`src/rtl/fixed_point_pkg.sv`:
```
// fixed_point_pkg: defaults, saturation constants and the FSM state type
// shared by the fixed-point multiplier and divider.
package fixed_point_pkg;

    localparam int FP_WIDTH     = 16;
    localparam int FP_FRAC_BITS = 10;

    localparam logic [15:0] FP_SAT_POS = 16'h7FFF;
    localparam logic [15:0] FP_SAT_NEG = 16'h8000;

    typedef enum logic [1:0] {
        IDLE = 2'd0,
        CALC = 2'd1,
        DONE = 2'd2
    } fsm_state_t;

endpackage

```
`src/rtl/divider_restoring_step.sv`:
```
// divider_restoring_step: one combinational restoring-division iteration.
// The dividend and the quotient share one shift register: the next dividend
// bit leaves at the top while the new quotient bit enters at the bottom.
module divider_restoring_step #(
    parameter int REM_W = 18,
    parameter int DSR_W = 17,
    parameter int QN    = 26
) (
    input  logic [REM_W-1:0] rem_i,
    input  logic [QN-1:0]    dq_i,
    input  logic [DSR_W-1:0] dsr_i,
    output logic [REM_W-1:0] rem_o,
    output logic [QN-1:0]    dq_o
);

    localparam int SW = REM_W + 1;

    logic [SW-1:0] shifted;
    logic [SW-1:0] diff;

    // Shift in the next dividend bit, trial-subtract, restore on a negative difference
    always_comb begin
        shifted = {rem_i, dq_i[QN-1]};
        diff    = shifted - SW'(dsr_i);
        if (diff[SW-1]) begin
            rem_o = shifted[REM_W-1:0];
            dq_o  = {dq_i[QN-2:0], 1'b0};
        end else begin
            rem_o = diff[REM_W-1:0];
            dq_o  = {dq_i[QN-2:0], 1'b1};
        end
    end

endmodule

```
`src/rtl/divider_restoring.sv`:
```
// divider_restoring: sequential signed fixed-point divider, one quotient bit
// per cycle, with saturation and divide-by-zero reporting.
// Optional macro DIVIDER_ROUND_EN: compute one guard quotient bit and round
// the magnitude half away from zero (adds one cycle of latency).
module divider_restoring
    import fixed_point_pkg::*;
#(
    parameter int WIDTH     = FP_WIDTH,
    parameter int FRAC_BITS = FP_FRAC_BITS
) (
    input  logic             clk,
    input  logic             rst,
    input  logic [WIDTH-1:0] A,
    input  logic [WIDTH-1:0] B,
    input  logic             start,
    output logic [WIDTH-1:0] result,
    output logic             overflow_flag,
    output logic             finish
);

`ifdef DIVIDER_ROUND_EN
    localparam int GUARD = 1;
`else
    localparam int GUARD = 0;
`endif

    localparam int N      = WIDTH + FRAC_BITS;
    localparam int QN     = N + GUARD;
    localparam int REM_W  = WIDTH + 2;
    localparam int MAG_W  = N + 1;
    localparam int CNT_W  = $clog2(QN + 1);

    localparam logic [CNT_W-1:0] CNT_END = CNT_W'(QN);
    localparam logic [WIDTH-1:0] ONE     = {{(WIDTH-1){1'b0}}, 1'b1};
    localparam logic [WIDTH-1:0] SAT_P   = {1'b0, {(WIDTH-1){1'b1}}};
    localparam logic [WIDTH-1:0] SAT_N   = {1'b1, {(WIDTH-1){1'b0}}};

    fsm_state_t       state_q;
    logic [CNT_W-1:0] cnt_q;
    logic             sign_q;
    logic             a_neg_q;
    logic             dbz_q;
    logic [REM_W-1:0] rem_q;
    logic [QN-1:0]    dq_q;
    logic [WIDTH:0]   dsr_q;
    logic [REM_W-1:0] rem_d;
    logic [QN-1:0]    dq_d;
    logic             accept;

    // Unsigned magnitude; 0x8000 maps to 2^(WIDTH-1), which still fits in WIDTH unsigned bits
    function automatic logic [WIDTH-1:0] abs_mag(input logic [WIDTH-1:0] v);
        abs_mag = v[WIDTH-1] ? (~v + ONE) : v;
    endfunction

    // Collapse the raw quotient to the final magnitude (guard bit rounds half away from zero)
    function automatic logic [MAG_W-1:0] round_mag(input logic [QN-1:0] q);
`ifdef DIVIDER_ROUND_EN
        round_mag = MAG_W'(q[QN-1:1]) + MAG_W'(q[0]);
`else
        round_mag = MAG_W'(q);
`endif
    endfunction

    // Apply the sign and clamp; returns {overflow, result}
    function automatic logic [WIDTH:0] saturate(input logic neg, input logic [MAG_W-1:0] mag);
        if (!neg && (mag > MAG_W'(SAT_P))) begin
            saturate = {1'b1, SAT_P};
        end else if (neg && (mag > MAG_W'(SAT_N))) begin
            saturate = {1'b1, SAT_N};
        end else if (neg) begin
            saturate = {1'b0, ~mag[WIDTH-1:0] + ONE};
        end else begin
            saturate = {1'b0, mag[WIDTH-1:0]};
        end
    endfunction

    assign accept = start && ((state_q == IDLE) || (state_q == DONE));

    divider_restoring_step #(
        .REM_W (REM_W),
        .DSR_W (WIDTH + 1),
        .QN    (QN)
    ) u_step (
        .rem_i (rem_q),
        .dq_i  (dq_q),
        .dsr_i (dsr_q),
        .rem_o (rem_d),
        .dq_o  (dq_d)
    );

    // Datapath: load magnitudes on accept, advance one iteration per CALC cycle
    always_ff @(posedge clk) begin
        if (accept) begin
            rem_q <= '0;
            dq_q  <= QN'(abs_mag(A)) << (FRAC_BITS + GUARD);
            dsr_q <= {1'b0, abs_mag(B)};
        end else if (state_q == CALC) begin
            rem_q <= rem_d;
            dq_q  <= dq_d;
        end
    end

    // Control FSM with registered result, overflow and finish
    always_ff @(posedge clk) begin
        if (rst) begin
            state_q       <= IDLE;
            cnt_q         <= '0;
            sign_q        <= 1'b0;
            a_neg_q       <= 1'b0;
            dbz_q         <= 1'b0;
            result        <= '0;
            overflow_flag <= 1'b0;
            finish        <= 1'b0;
        end else begin
            case (state_q)
                IDLE, DONE: begin
                    if (start) begin
                        sign_q  <= A[WIDTH-1] ^ B[WIDTH-1];
                        a_neg_q <= A[WIDTH-1];
                        dbz_q   <= (B == '0);
                        cnt_q   <= '0;
                        finish  <= 1'b0;
                        state_q <= CALC;
                    end
                end
                CALC: begin
                    if (dbz_q) begin
                        // Divide by zero: no iterations, saturate toward the dividend's sign
                        result        <= a_neg_q ? SAT_N : SAT_P;
                        overflow_flag <= 1'b1;
                        finish        <= 1'b1;
                        state_q       <= DONE;
                    end else if (cnt_q == CNT_END) begin
                        // All iterations done: the quotient register now holds the full magnitude
                        {overflow_flag, result} <= saturate(sign_q, round_mag(dq_q));
                        finish                  <= 1'b1;
                        state_q                 <= DONE;
                    end else begin
                        cnt_q <= cnt_q + 1'b1;
                    end
                end
                default: state_q <= IDLE;
            endcase
        end
    end

endmodule

```
`config.mk`:
```
export PLATFORM = sky130hd
export DESIGN_NAME = divider_restoring
export DESIGN_NICKNAME = d
export VERILOG_FILES = /design/src/rtl/fixed_point_pkg.sv /design/src/rtl/divider_restoring_step.sv /design/src/rtl/divider_restoring.sv
export SDC_FILE = /design/constraint.sdc
export NUM_CORES = 1
export LEC_CHECK = 0
export ABC_AREA = 1
export CORE_MARGIN = 2
export CORE_UTILIZATION = 30
export DETAILED_ROUTE_END_ITERATION = 10
export GPL_TIMING_DRIVEN = 0
export PLACE_DENSITY = 0.46
export SLEW_MARGIN = 20
export SYNTH_ARGS = -nofsm -noshare
export SYNTH_HDL_FRONTEND = slang
export SYNTH_SLANG_ARGS = --single-unit
export TNS_END_PERCENT = 100
```
`constraint.sdc`:
```
create_clock -name clk -period 1.7 [get_ports clk]
set_input_delay 0.255 -clock clk [delete_from_list [all_inputs] [get_ports clk]]
set_output_delay 0.255 -clock clk [all_outputs]
set_load 0.01 [all_outputs]
```
==> impl_metrics.toml, run 1 <==
[layout]
fin_util_pct = 42.8
drive_above_1_share_pct = 24.9
mostFrequentLayoutCell = "nand2_1"
multi_input_area_um2 = 3860
nFillCells = 1934
nNetsFinal = 995
layout_common_cells = "222 x nand2_1, 95 x inv_1, 61 x nor2_1"
area_growth_pct = 39.9
num_antenna_cells = 0
seqCellArea_um2 = 2080
fin_area_um2 = 8010

[floorplanning]
core_area_um2 = 18700
start_util_pct = 30.6
die_w_um = 142
io_pins = 53
die_h_um = 142
dieArea_um2 = 20200
core.rowCount = 50

[cts]
htreeDepth = 3
cts_hold_buf = 0
clk_pin_slew_ns = 0.07
clock_sinks = 88
clk_latency_ns = 0.35
root_buffer = "clkbuf_16"
cts_tree = "done"
ctsLongestPathBuffers = 2
cts_inserted_buffers = 9

[route]
route.detailed.drc = 0
num_vias = 5518
routed_via_density = 4.69
wl_per_cell_um = 14.2
drt_wl_total_um = 16700
firstDrtPassIters = 4
ant_nets = 0
drt-initial-drc-count = 187

[run]
timing.max_cap.violations = 0

[grt]
grt_antenna_before_repair = 0
grt_max_degree = 26
grt_pass1_vias = 5305
overflow = 0
grt_pass1_wl_um = 26200
grt_use_total_pct = 16.4

[sta]
finClkSkew_ns = 0.00948
worst_pin_slew_ns = 0.590
hold_viol_final = 0
rsz0062_at_grt = "yes"
fmaxAchievable_ghz = 0.496
relSlewSlack_pct = 60.7
period_share_pct = 119
setup_viol = 36
hold_ws_ns = 0.245
slew_violations = 0
finalWorstPathRequiredPeriod_ns = 2.02
finalWorstSetupSlack_ns = -0.316

[setup_path]
cp_num_buf_inv = 2
cp_top_family = "simple AND/OR/NAND/NOR gates"
crit_chain = "ha_4 > fa_2 > inv_2 > nand3_2 > nand3_4 > nand2_4 > nand2_4 > nand2_4 > nand2_8 > clkbuf_16 > nand2_1 > nand3_2 > nand2_1"
path_class = "register to register"
critPathArrivalTime_ns = 2.26
crit_path_frequent_cell = "nand2_4"
cpPeakStageDelay_ns = 0.42
end_kind = "register"
cp_slowest_cell = "edfxtp_1"
start_kind = "register"
worstPathMaxFanout = 5
cp.required_ns = 1.94

[pwr]
p_leak_nw = 3.52
peakVddDrop_mv = 0.538
p_per_area_nw_per_um2 = 1300

[place]
dp_hpwl_um = 12000
dpl-instance-area_um2 = 6530
io_buffers = 50
place.gp.congestion = 0.824

[min_path]
holdCritPathClass = "primary input to register"

[yosys]
synthCells = 841
postSynthNetCount = 898
synth_area_per_cell_um2 = 6.81
synth_warnings = 0
yosysUniqueCellTypes = 42
yosys.area.top_type = "dfxtp_1"
ys_ff_latch = 88
syn_area_um2 = 5730
synth-seq-area-share_pct = 36.4
synth_area_leaders = "dfxtp_1 20%, nand2_1 18%, edfxtp_1 17%, inv_1 7.6%, nand3_1 6.6%"
synth_top_area_share_pct = 19.6

[run_status]
outcome = "complete, but fails checks"
violations = "negative setup slack"
## flip-flops by register name, summed over array words and instances (netlist names)
register	cells
a_neg_q	1
overflow_flag	1
sign_q	1
dq_q	26
dbz_q	1
rem_q	18
cnt_q	5
dsr_q	16
result	16
finish	1
state_q	2
## worst paths after layout
| kind | startpoint | end | slack [ns] | cells past startpoint |
|---|---|---|---|---|
| min reg2reg | cnt_q[0] | cnt_q[0] | 0.46 | 1 |
| max reg2reg | dsr_q[0] | rem_q[6] | -0.32 | 13 |
| max | dsr_q[0] | rem_q[6] | -0.32 | 13 |
| min | B[0] | dsr_q[0] | 0.24 | 1 |
## stage by stage
step	power, mW	setup TNS [ns]	std cells	setup slack [ns]
2_1_floorplan	5.40	-1.35	841	-0.0916
4_1_cts	9.45	-7.65	1160	-0.385
6_report	10.4	-7.32	1177	-0.316
3_5_place_dp	6.30	-43.18	1125	-0.734
5_1_grt	11.1	-11.49	1177	-0.393
3_3_place_gp	6.32	-44.28	1125	-0.720
## synthesized netlist by cell type, drive strengths merged
cell type	n
o31ai	1
nor3	16
xor2	22
o21ai	24
nand2	282
edfxtp	32
buf	12
nand3b	2
a211oi	1
ha	21
a221oi	1
a31oi	3
inv	120
and2	1
o32ai	1
fa	1
clkbuf	9
o22ai	18
nand4	9
a21oi	45
dfxtp	56
a21o	1
o21bai	1
xnor2	9
or2	1
nor4	1
nand3	79
clkinv	2
nor2	70
## area by class of cell
cell class              instances  area share (%)
plain buffers                  20            1.70
clock buffers                  10            3.13
clock inverters                 6           0.703
inverters                     122            5.80
multi-input cells             611            48.2
flip-flops and latches         88            26.0
well taps                     234            3.66
repair buffers                 86            10.8
## routing by layer
| layer | up-vias | wire length [µm] | track usage (%) | share of wire (%) |
|---|---|---|---|---|
| met1 | 2542 | 7660 | 21.1 | 46 |
| met5 | - | 0 | 0 | 0 |
| met4 | 0 | 218 | 4.95 | 1.3 |
| met2 | 59 | 8470 | 28.7 | 51 |
| met3 | 14 | 353 | 2.42 | 2.1 |
| li1 | 2903 | - | - | - |
## where the power goes
group,switching (mW),internal [mW]
logic,3.17,2.39
clock network,0.947,1.12
registers,0.271,2.50
total,4.39,6.00
## timing repair
item | 4_1_cts | 5_1_grt
pin swaps | 33 | 48
gates resized for setup | 80 | 136
buffers inserted | 18 | 17
gates cloned | 2 | 1
endpoints found under the setup margin | 83 | 55
## cell families (layout without fill, tap and decap cells)
logic type	after synthesis	after routing	share of synthesized area [%]
AND/OR/NAND/NOR	461	462	34.5
adder cells (fa/ha/maj)	22	22	4.94
XOR/XNOR	31	31	4.74
flip-flops	88	88	36.4
AO/OA/AOI/OAI	96	96	9.35
buffers and inverters	143	244	10.1
Power figures use the tool's default switching activity.
==> inputs of run 2 (changes only) <==
- GPL_TIMING_DRIVEN: 0 -> not set
- RECOVER_POWER: not set -> 25
==> impl_metrics.toml, run 2 (synthesis results as in run 1) <==
[run_status]
outcome = "complete, but fails checks"
violations = "negative setup slack"

[cts]
root_buffer = "clkbuf_16"
clock_sinks = 88
htreeDepth = 3
cts_tree = "done"
clk_pin_slew_ns = 0.06
ctsLongestPathBuffers = 2
cts_hold_buf = 0
clk_latency_ns = 0.35
cts_inserted_buffers = 9

[setup_path]
cp_num_buf_inv = 2
worstPathMaxFanout = 8
cpPeakStageDelay_ns = 0.42
cp.required_ns = 1.94
path_class = "register to register"
start_kind = "register"
crit_path_frequent_cell = "nand2_4"
crit_chain = "ha_4 > fa_2 > inv_2 > nand3_2 > nand3_4 > nand2_4 > nand2_4 > nand2_4 > nand2_8 > buf_12 > nand2_1 > nand3_1 > nand2_1"
cp_top_family = "simple AND/OR/NAND/NOR gates"
cp_slowest_cell = "edfxtp_1"
critPathArrivalTime_ns = 2.27
end_kind = "register"

[floorplanning]
dieArea_um2 = 20200
core_area_um2 = 18700
die_h_um = 142
io_pins = 53
core.rowCount = 50
start_util_pct = 30.6
die_w_um = 142

[layout]
drive_above_1_share_pct = 30.0
num_antenna_cells = 0
mostFrequentLayoutCell = "nand2_1"
fin_cells = 1298
area_growth_pct = 50.5
top_regs = "dq_q (26), rem_q (18)"
regMostFlops = "dq_q"
largest_reg_flops = 26
layout_common_cells = "228 x nand2_1, 152 x buf_4, 105 x inv_1"
fin_util_pct = 46.1
nNetsFinal = 1116

[pwr]
p_sw_share_pct = 39.0
p_leak_nw = 4.00
p_total_mw = 10.0
p_per_area_nw_per_um2 = 1160
p_switching_mw = 3.91
internal_power_mw = 6.12
p_seq_share_pct = 26.5
p_clk_share_pct = 20.6
peakVddDrop_mv = 0.554
power_frac_comb_pct = 53.0

[route]
routed_via_density = 4.57
firstDrtPassIters = 5
drt-initial-drc-count = 192
route.detailed.drc = 0
drt_wl_total_um = 16800
wl_per_cell_um = 12.9
ant_nets = 0
num_vias = 5935

[grt]
grt_pass1_vias = 5815
overflow = 0
grt_pass1_wl_um = 27700
grt_max_degree = 26
grt_antenna_before_repair = 0
grt_use_total_pct = 17.2

[sta]
rsz0062_at_grt = "yes"
finalWorstPathRequiredPeriod_ns = 2.03
tns_ns = -8.24
slew_violations = 0
relSlewSlack_pct = 64.2
worst_pin_slew_ns = 0.537
hold_viol_final = 0
period_share_pct = 119
finClkSkew_ns = 0.0106
setup_viol = 51
hold_ws_ns = 0.306
fmaxAchievable_ghz = 0.493
finalWorstSetupSlack_ns = -0.328

[place]
io_buffers = 52
place.gp.congestion = 0.824
dp.cells = 1266
dp_hpwl_um = 12800

[run]
timing.max_cap.violations = 0

[min_path]
holdCritPathClass = "primary input to register"
## run 2: worst paths after layout
check / from / to / slack, ns / cells after the start
worst min-delay path: B[0] / dsr_q[0] / 0.31 / 1
worst min register to register: result[6] / result[6] / 0.47 / 2
worst max-delay path: dsr_q[0] / rem_q[7] / -0.33 / 13
worst max register to register: dsr_q[0] / rem_q[7] / -0.33 / 13
## run 2: layout make-up
cell class	instances	area, µm²
flip-flops and latches	88	2080
well taps	234	293
repair buffers	227	1910
clock buffers	10	250
clock inverters	6	53.8
multi-input cells	611	3570
fillers	1929	10100
inverters	122	459
## run 2: power groups by stage
| stage | clock network (mW) | logic, mW | registers [mW] |
|---|---|---|---|
| 2_1_floorplan | 0 | 2.71 | 2.69 |
| 3_3_place_gp | 0 | 4.83 | 2.69 |
| 3_5_place_dp | 0 | 4.83 | 2.69 |
| 5_1_grt | 2.22 | 5.97 | 2.68 |
| 4_1_cts | 2.12 | 4.99 | 2.65 |
| 6_report | 2.06 | 5.31 | 2.65 |
## run 2: per-stage QoR
| step | area, µm² | setup WS [ns] |
|---|---|---|
| 3_5_place_dp | 7690 | -0.546 |
| 4_1_cts | 8240 | -0.299 |
| 5_1_grt | 8620 | -0.447 |
| 6_report | 8620 | -0.328 |
| 2_1_floorplan | 5740 | -0.0916 |
| 3_3_place_gp | 7690 | -0.496 |
## run 2: what timing repair did
action	in CTS	in global routing
endpoints found under the setup margin	43	49
resized for setup	43	114
setup buffers	9	8
cloned	1	1
pin swaps	9	59
## run 2: metal layers
layer / vias up / track usage [%] / wire length [µm]
met5: - / 0 / 0
met2: 54 / 30.3 / 8380
met1: 2729 / 21.9 / 7910
met3: 8 / 3.06 / 364
li1: 3144 / - / -
met4: 0 / 4.00 / 153
==> inputs of run 3 (changes only) <==
- CTS_BUF_LIST: not set -> sky130_fd_sc_hd__clkbuf_8
- CTS_CLUSTER_SIZE: not set -> 24
==> impl_metrics.toml, run 3 (synthesis results as in run 1) <==
[floorplanning]
core.rowCount = 50
io_pins = 53
die_w_um = 142
start_util_pct = 30.6
die_h_um = 142
dieArea_um2 = 20200
core_area_um2 = 18700

[sta]
finalWorstPathRequiredPeriod_ns = 2.03
rsz0062_at_grt = "yes"
relSlewSlack_pct = 65.3
finClkSkew_ns = 0.0142
finalWorstSetupSlack_ns = -0.330
slew_violations = 0
tns_ns = -5.90
period_share_pct = 119
hold_viol_final = 0
worst_pin_slew_ns = 0.520
fmaxAchievable_ghz = 0.493
hold_ws_ns = 0.390
setup_viol = 32

[cts]
htreeDepth = 3
root_buffer = "clkbuf_8"
ctsLongestPathBuffers = 2
clk_latency_ns = 0.39
cts_tree = "done"
cts_hold_buf = 0
cts_inserted_buffers = 9
clock_sinks = 88
clk_pin_slew_ns = 0.10

[grt]
grt_use_met2_pct = 30.0
grt_pass1_wl_um = 27600
use_met1_pct = 21.7
busiest_layer = "met2"
grt_max_degree = 26
grt_pass1_vias = 5787
overflow = 0
grt_use_total_pct = 17.1
gr-usage-met3_pct = 3.10
grt_antenna_before_repair = 0

[route]
routed_via_density = 4.55
firstDrtPassIters = 4
num_vias = 5882
wl_per_cell_um = 12.8
drt_wl_total_um = 16600
route.detailed.drc = 0
drt-initial-drc-count = 216
ant_nets = 0

[layout]
layout_common_cells = "250 x nand2_1, 148 x buf_4, 111 x inv_1"
nFillCells = 1977
num_antenna_cells = 0
largest_reg_flops = 26
regMostFlops = "dq_q"
top_regs = "dq_q (26), rem_q (18)"
area_growth_pct = 45.5
fin_cells = 1292
nNetsFinal = 1110
fin_util_pct = 44.5
mostFrequentLayoutCell = "nand2_1"
drive_above_1_share_pct = 26.2
fin_area_um2 = 8330

[place]
dp.cells = 1266
post-place-ws_ns = -0.546
dp_hpwl_um = 12800
place.gp.congestion = 0.824
dpl-instance-area_um2 = 7690
io_buffers = 52

[setup_path]
start_kind = "register"
end_kind = "register"
path_class = "register to register"
critPathArrivalTime_ns = 2.31
cp.required_ns = 1.98
worstPathMaxFanout = 8

[run_status]
outcome = "complete, but fails checks"
violations = "negative setup slack"

[pwr]
p_per_area_nw_per_um2 = 1140
p_total_mw = 9.52
p_leak_nw = 3.90
peakVddDrop_mv = 0.420

[run]
timing.max_cap.violations = 0

[min_path]
holdCritPathClass = "primary input to register"
==> run 3: cell type report <==
type                    count  area (µm²)  area share (%)
inverters                 122         459            5.51
clock buffers               9         124            1.49
multi-input cells         611        3430            41.1
repair buffers            221        1860            22.4
well taps                 234         293            3.51
clock inverters             7        83.8            1.01
flip-flops and latches     88        2080            25.0
==> run 3: worst max-delay path, stage by stage (launching register included) <==
cell      delay (ns)
edfxtp_1        0.43
ha_4            0.19
fa_2            0.40
inv_2           0.09
nand3_2         0.08
nand3_4         0.08
nand2_4         0.08
nand2_4         0.08
nand2_4         0.06
nand2_8         0.11
buf_12          0.13
nand2_1         0.06
nand3_1         0.08
nand2_1         0.05
==> run 3: path summary, 6_finish.rpt <==
check | end | cells past startpoint | startpoint | slack [ns]
setup / recovery | rem_q[7] | 13 | dsr_q[0] | -0.33
hold / removal | dq_q[11] | 4 | A[1] | 0.39
setup reg to reg | rem_q[7] | 13 | dsr_q[0] | -0.33
hold reg to reg | result[2] | 2 | result[2] | 0.47
==> run 3: where the power goes <==
part	leakage (nW)	switching (mW)	total [mW]	internal, mW
Sequential	0.775	0.156	2.65	2.49
Combinational	3.01	2.77	5.27	2.49
Clock	0.110	0.885	1.60	0.714
Total	3.90	3.81	9.52	5.70
==> run 3: what timing repair did <==
action | in CTS | in global routing
endpoints found under the setup margin | 39 | 51
gates resized for setup | 36 | 70
pin swaps | 6 | 25
buffers inserted | 6 | 3
cloned | 1 | 0
==> run 3: routing by layer <==
layer | wire (µm) | up-vias | part of all wire, %
met1 | 7870 | 2690 | 48
met4 | 164 | 0 | 0.99
met2 | 8180 | 49 | 49
met5 | 0 | - | 0
li1 | - | 3127 | -
met3 | 341 | 16 | 2.1
